## src/rtl/pipe_pkg.sv

```systemverilog
// Shared pipeline types: ID/EX hazard FSM encoding and the control bundle
// carried from decode through EX into the EX/MEM stage.
package pipe_pkg;

  typedef enum logic [1:0] {
    ST_RUN    = 2'd0,
    ST_BUBBLE = 2'd1,
    ST_HOLD   = 2'd2
  } state_t;

  localparam int ALUOP_W = 4;

  typedef struct packed {
    logic               regwrite;
    logic               memread;
    logic               memwrite;
    logic               memtoreg;
    logic               alusrc;
    logic [ALUOP_W-1:0] aluop;
  } ctrl_t;

  localparam ctrl_t CTRL_NOP = '0;

  // A non-instruction must never write state downstream.
  function automatic ctrl_t mask_ctrl(input ctrl_t c, input logic valid);
    return valid ? c : CTRL_NOP;
  endfunction

endpackage

```

## src/rtl/id_ex_stage_load_use_detect.sv

```systemverilog
// Combinational load-use detector: a load in EX whose non-zero destination
// is read by the instruction in ID.
module load_use_detect #(
  parameter int REG_AW = 5
) (
  input  logic              ex_valid,
  input  logic              ex_memread,
  input  logic [REG_AW-1:0] ex_rd,
  input  logic              id_valid,
  input  logic [REG_AW-1:0] id_rs,
  input  logic [REG_AW-1:0] id_rt,
  output logic              load_use
);

  assign load_use = ex_valid & ex_memread & (ex_rd != '0) & id_valid &
                    ((ex_rd == id_rs) | (ex_rd == id_rt));

endmodule

```

## src/rtl/id_ex_stage.sv

```systemverilog
// ID/EX pipeline register with load-use bubble insertion, flush and hold.
// Optional load-use bubble counter enabled by defining ID_EX_STALL_CNT_EN.
module id_ex_stage
  import pipe_pkg::*;
#(
  parameter int DATA_W = 32,
  parameter int REG_AW = 5
) (
  input  logic              clk,
  input  logic              rst_n,
  input  logic              id_valid,
  input  logic [REG_AW-1:0] id_rs,
  input  logic [REG_AW-1:0] id_rt,
  input  logic [REG_AW-1:0] id_rd,
  input  logic              id_regwrite,
  input  logic              id_memread,
  input  logic              id_memwrite,
  input  logic              id_memtoreg,
  input  logic              id_alusrc,
  input  logic [3:0]        id_aluop,
  input  logic [DATA_W-1:0] id_rdata_a,
  input  logic [DATA_W-1:0] id_rdata_b,
  input  logic [DATA_W-1:0] id_imm,
  input  logic              flush_i,
  input  logic              hold_i,
  output logic              ex_valid,
  output logic [REG_AW-1:0] ex_rs,
  output logic [REG_AW-1:0] ex_rt,
  output logic [REG_AW-1:0] ex_rd,
  output logic              ex_regwrite,
  output logic              ex_memread,
  output logic              ex_memwrite,
  output logic              ex_memtoreg,
  output logic              ex_alusrc,
  output logic [3:0]        ex_aluop,
  output logic [DATA_W-1:0] ex_rdata_a,
  output logic [DATA_W-1:0] ex_rdata_b,
  output logic [DATA_W-1:0] ex_imm,
  output logic              stall_o,
  output logic              ex_bubble
`ifdef ID_EX_STALL_CNT_EN
  ,
  output logic [31:0]       stall_cnt
`endif
);

  state_t state_q, state_d;
  ctrl_t  ctrl_q, id_ctrl;
  logic   load_use;

  assign id_ctrl = '{regwrite: id_regwrite, memread: id_memread,
                     memwrite: id_memwrite, memtoreg: id_memtoreg,
                     alusrc: id_alusrc, aluop: id_aluop};

  load_use_detect #(.REG_AW(REG_AW)) u_load_use_detect (
    .ex_valid   (ex_valid),
    .ex_memread (ctrl_q.memread),
    .ex_rd      (ex_rd),
    .id_valid   (id_valid),
    .id_rs      (id_rs),
    .id_rt      (id_rt),
    .load_use   (load_use)
  );

  assign stall_o = hold_i | (load_use & ~flush_i);

  // Flush wins over hold, hold wins over a load-use bubble.
  always_comb begin
    state_d = ST_RUN;
    if (hold_i && !flush_i) begin
      state_d = ST_HOLD;
    end else if (load_use && !flush_i) begin
      state_d = ST_BUBBLE;
    end
  end

  always_ff @(posedge clk or negedge rst_n) begin
    if (!rst_n) begin
      state_q <= ST_RUN;
    end else begin
      state_q <= state_d;
    end
  end

  assign ex_bubble = (state_q == ST_BUBBLE);

  always_ff @(posedge clk or negedge rst_n) begin
    if (!rst_n) begin
      ex_valid   <= 1'b0;
      ctrl_q     <= CTRL_NOP;
      ex_rs      <= '0;
      ex_rt      <= '0;
      ex_rd      <= '0;
      ex_rdata_a <= '0;
      ex_rdata_b <= '0;
      ex_imm     <= '0;
    end else if (flush_i || state_d == ST_BUBBLE) begin
      ex_valid   <= 1'b0;
      ctrl_q     <= CTRL_NOP;
      ex_rs      <= '0;
      ex_rt      <= '0;
      ex_rd      <= '0;
      ex_rdata_a <= '0;
      ex_rdata_b <= '0;
      ex_imm     <= '0;
    end else if (state_d == ST_RUN) begin
      ex_valid   <= id_valid;
      ctrl_q     <= mask_ctrl(id_ctrl, id_valid);
      ex_rs      <= id_rs;
      ex_rt      <= id_rt;
      ex_rd      <= id_rd;
      ex_rdata_a <= id_rdata_a;
      ex_rdata_b <= id_rdata_b;
      ex_imm     <= id_imm;
    end
  end

  assign ex_regwrite = ctrl_q.regwrite;
  assign ex_memread  = ctrl_q.memread;
  assign ex_memwrite = ctrl_q.memwrite;
  assign ex_memtoreg = ctrl_q.memtoreg;
  assign ex_alusrc   = ctrl_q.alusrc;
  assign ex_aluop    = ctrl_q.aluop;

`ifdef ID_EX_STALL_CNT_EN
  always_ff @(posedge clk or negedge rst_n) begin
    if (!rst_n) begin
      stall_cnt <= '0;
    end else if (state_d == ST_BUBBLE && stall_cnt != 32'hFFFF_FFFF) begin
      stall_cnt <= stall_cnt + 32'd1;
    end
  end
`endif

endmodule

```

## config.mk

```make
export PLATFORM = sky130hd
export DESIGN_NAME = id_ex_stage
export DESIGN_NICKNAME = d
export VERILOG_FILES = /design/src/rtl/pipe_pkg.sv /design/src/rtl/id_ex_stage_load_use_detect.sv /design/src/rtl/id_ex_stage.sv
export SDC_FILE = /design/constraint.sdc
export NUM_CORES = 1
export LEC_CHECK = 0
export BUFFER_PORTS_ARGS = -buffer_cell sky130_fd_sc_hd__buf_4
export CELL_PAD_IN_SITES_DETAIL_PLACEMENT = 1
export CELL_PAD_IN_SITES_GLOBAL_PLACEMENT = 1
export CORE_ASPECT_RATIO = 0.75
export CORE_MARGIN = 4
export CORE_UTILIZATION = 39
export CTS_BUF_LIST = sky130_fd_sc_hd__clkbuf_2 sky130_fd_sc_hd__clkbuf_4 sky130_fd_sc_hd__clkbuf_8
export CTS_CLUSTER_SIZE = 12
export DETAILED_ROUTE_END_ITERATION = 16
export PLACE_DENSITY = 0.9
export SLEW_MARGIN = 20
export SYNTH_ARGS = -nofsm -noshare
export SYNTH_HDL_FRONTEND = slang
export SYNTH_HIERARCHICAL = 1
export SYNTH_SLANG_ARGS = --single-unit
```

## constraint.sdc

```tcl
create_clock -name clk -period 5.6 [get_ports clk]
set_input_delay 0.28 -clock clk [delete_from_list [all_inputs] [get_ports clk]]
set_output_delay 0.28 -clock clk [all_outputs]
set_load 0.005 [all_outputs]
```

==> run_results.csv <==
group,metric,value,unit
status,status,"complete, no violations",
clock_network,clockBufferDepth,2,
setup_path,reg2reg_depth,7,
synthesis,synth_fp_nets,687,
clock_network,cts_root_buffer,"clkbuf_8",
setup_path,critPathKind,"flip-flop to flip-flop",
setup_path,arrival,3.08,ns
setup_path,cp-start-kind,"flip-flop",
global_routing,grt.total_usage,0.2224,
synthesis,ys_seq_area_frac,0.5295,
floorplan,initial_core_util,0.3996,
timing,rsz0062_at_grt,"no",
setup_path,required,5.93,ns
layout,final_cell_mix,"buf_4, dfrtp_1, nand2_1",
synthesis,synth_area,5813,um^2
global_routing,antenna_found_initial,0,
route,drtIter0Drc,183,
floorplan,die_x,149.0,um
route,drtAntennaViolNets,0,
setup_path,reg2reg_setup_slack,2.85,ns
synthesis,synth_top_cell_by_area,"dfrtp_1",
timing,period_share,0.4907,
timing,fmax,363.9,MHz
global_routing,grt_start_max_net_pins,150,
route,first_pass_iters,4,
timing,slew_headroom,0.3864,
floorplan,rows,38,
timing,fin_crit,2.748,ns
clock_network,path_clk_slew,0.07,ns
run,cap_violations,0,
setup_path,critPathCaptureType,"flip-flop",
placed_design,dp.cells,959,
timing,finClkSkew,0.01431,ns
layout,num-fill-cells,1677,
route,drt-total-wl,18850,um
clock_network,numCtsBuffers,17,
synthesis,synth_cell_types,22,
floorplan,dieHeight,113.7,um
layout,layout.cells.non_filler,992,
synthesis,syn-instance-count,562,
timing,worstMarginPinSlew,0.9204,ns
power_and_ir_drop,power_density,265.4,nW/um^2
hold_path,whs_endpoint,"ex_aluop[2]$_DFFE_PN0P_",
timing,report.final.slew_viol_count,0,
setup_path,worst-path-max-fanout,66,
layout,n_antenna_cell,0,
layout,drive_gt1_frac,0.3687,
floorplan,die_area,16940,um^2
floorplan,core_area,14550,um^2
global_routing,grt_pass1_wl,29710,um
clock_network,cts_tree,"done",
clock_network,cts-htree-levels,4,
timing,setup_tns,0,ns
synthesis,ys_top_cells_by_area,"dfrtp_1, or3b_1, a21oi_1",
clock_network,cts_setup_buffers,0,
setup_path,r2r_start,"ex_rd[3]$_DFFE_PN0P_",
hold_path,worstHoldStart,"id_aluop[2]",
layout,areaGrowthSynthToFinish,38.20,%
global_routing,grt_overflow_total,0,
route,wl_per_cell,19.00,um
timing,setup_viol,0,
clock_network,clk_latency,0.43,ns
hold_path,hold_class,"input port to flip-flop",
setup_path,r2r-end,"ex_rdata_b[0]$_DFFE_PN0P_",
synthesis,synth_warnings,6,
synthesis,synth_top_area_share,0.5295,
clock_network,clock-sinks,123,
power_and_ir_drop,irDropWorstVdd,0.0001482,V
synthesis,avgSynthCellArea,10.34,um^2
synthesis,ys_seq_elements,123,
route,drc,0,
layout,final_util,0.5522,
floorplan,ioPinCount,248,
layout,fin_nets,905,
placed_design,port-buffer-count,247,
placed_design,hpwl,13070,um
route,viasPerCell,5.127,
hold_path,hold_depth,3,
placed_design,routabilityCongestion,0.7814,
power_and_ir_drop,leakage,0.003892,uW
timing,hold_violations,0,
layout,final_common_cell,"buf_4",
route,num_vias,5086,
global_routing,grt_pass1_vias,5561,
[timing repair]
item	in CTS	in global routing
hold buffers	1	0
gates resized for setup	0	0
hold endpoints to repair	59	0
[area by class of cell]
class | instances | area [um^2] | share of cell area
sequential | 123 | 3078 | 0.3831
timing repair buffer | 253 | 1926 | 0.2397
clock inverter | 6 | 107.6 | 0.01339
multi-input combinational | 385 | 2341 | 0.2914
tap | 200 | 250.2 | 0.03115
clock buffer | 25 | 331.6 | 0.04127
[worst max-delay path by stage]
stage	to	cells past startpoint	start
after global placement	ex_memread$_DFFE_PN0P_	7	ex_rd[4]$_DFFE_PN0P_
after detailed placement	ex_aluop[1]$_DFFE_PN0P_	7	ex_rd[4]$_DFFE_PN0P_
after global routing	ex_aluop[1]$_DFFE_PN0P_	8	ex_rd[0]$_DFFE_PN0P_
after floorplan	ex_rdata_a[13]$_DFFE_PN0P_	7	ex_rd[3]$_DFFE_PN0P_
final	ex_rdata_b[0]$_DFFE_PN0P_	7	ex_rd[3]$_DFFE_PN0P_
after CTS	stall_o	7	ex_rd[4]$_DFFE_PN0P_
[state kept, by name, indices dropped and copies added (netlist names)]
signal	cells
ex_regwrite	1
ex_imm	32
ex_memtoreg	1
state_q	2
ex_memread	1
ex_memwrite	1
ex_valid	1
ex_rdata_a	32
ex_rt	5
ex_alusrc	1
ex_aluop	4
ex_rdata_b	32
ex_rd	5
ex_rs	5
[logic make-up after synthesis]
| kind of cell | share of synthesized area |
|---|---|
| buffers and inverters | 0.06974 |
| AOI/OAI and AO/OA | 0.1117 |
| xor gates and xnor gates | 0.01507 |
| DFF | 0.5295 |
| and+or+nand+nor | 0.2740 |
[routing by layer]
metal	wire [um]	up-vias	GRT usage
met2	9045	183	0.3643
met1	7648	2503	0.2709
li1	-	2377	-
met4	293	0	0.05854
met3	1865	23	0.09730
met5	0	-	0
[critical path: stages, from the launching register on]
cell	delay (ns)
dfrtp_1	0.47
or4_1	0.56
o2111ai_1	0.29
a21oi_4	0.15
buf_16	0.21
buf_4	0.30
or3b_1	0.42
a21oi_1	0.18
[report_power, final]
group / internal [uW] / switching [uW]
combinational: 164 / 136
sequential: 933 / 31.0
clock: 519 / 350
[cells in the mapped netlist, drive strengths merged]
| library cell | count |
|---|---|
| xnor2 | 4 |
| nand2 | 121 |
| or3b | 112 |
| or4 | 1 |
| nor2 | 1 |
| clkbuf | 21 |
| o2111ai | 1 |
| dfrtp | 123 |
| nor3 | 2 |
| a21oi | 122 |
| buf | 33 |
| nand4bb | 9 |
| xor2 | 6 |
| nand2b | 2 |
| nand3 | 2 |
| nor2b | 2 |
[stage by stage]
stage                     area (um^2)  hold slack (ns)  power, uW  setup WS [ns]
after global routing             8034           0.1196       2229          2.637
after floorplan                  5813         -0.01559       1101          3.561
after CTS                        8006           0.1121       2158          2.482
final                            8034           0.1431       2132          2.852
after global placement           7557           0.3962       1266          2.619
after detailed placement         7557           0.4038       1283          2.540
No activity file was read; power rests on OpenSTA's default activity.
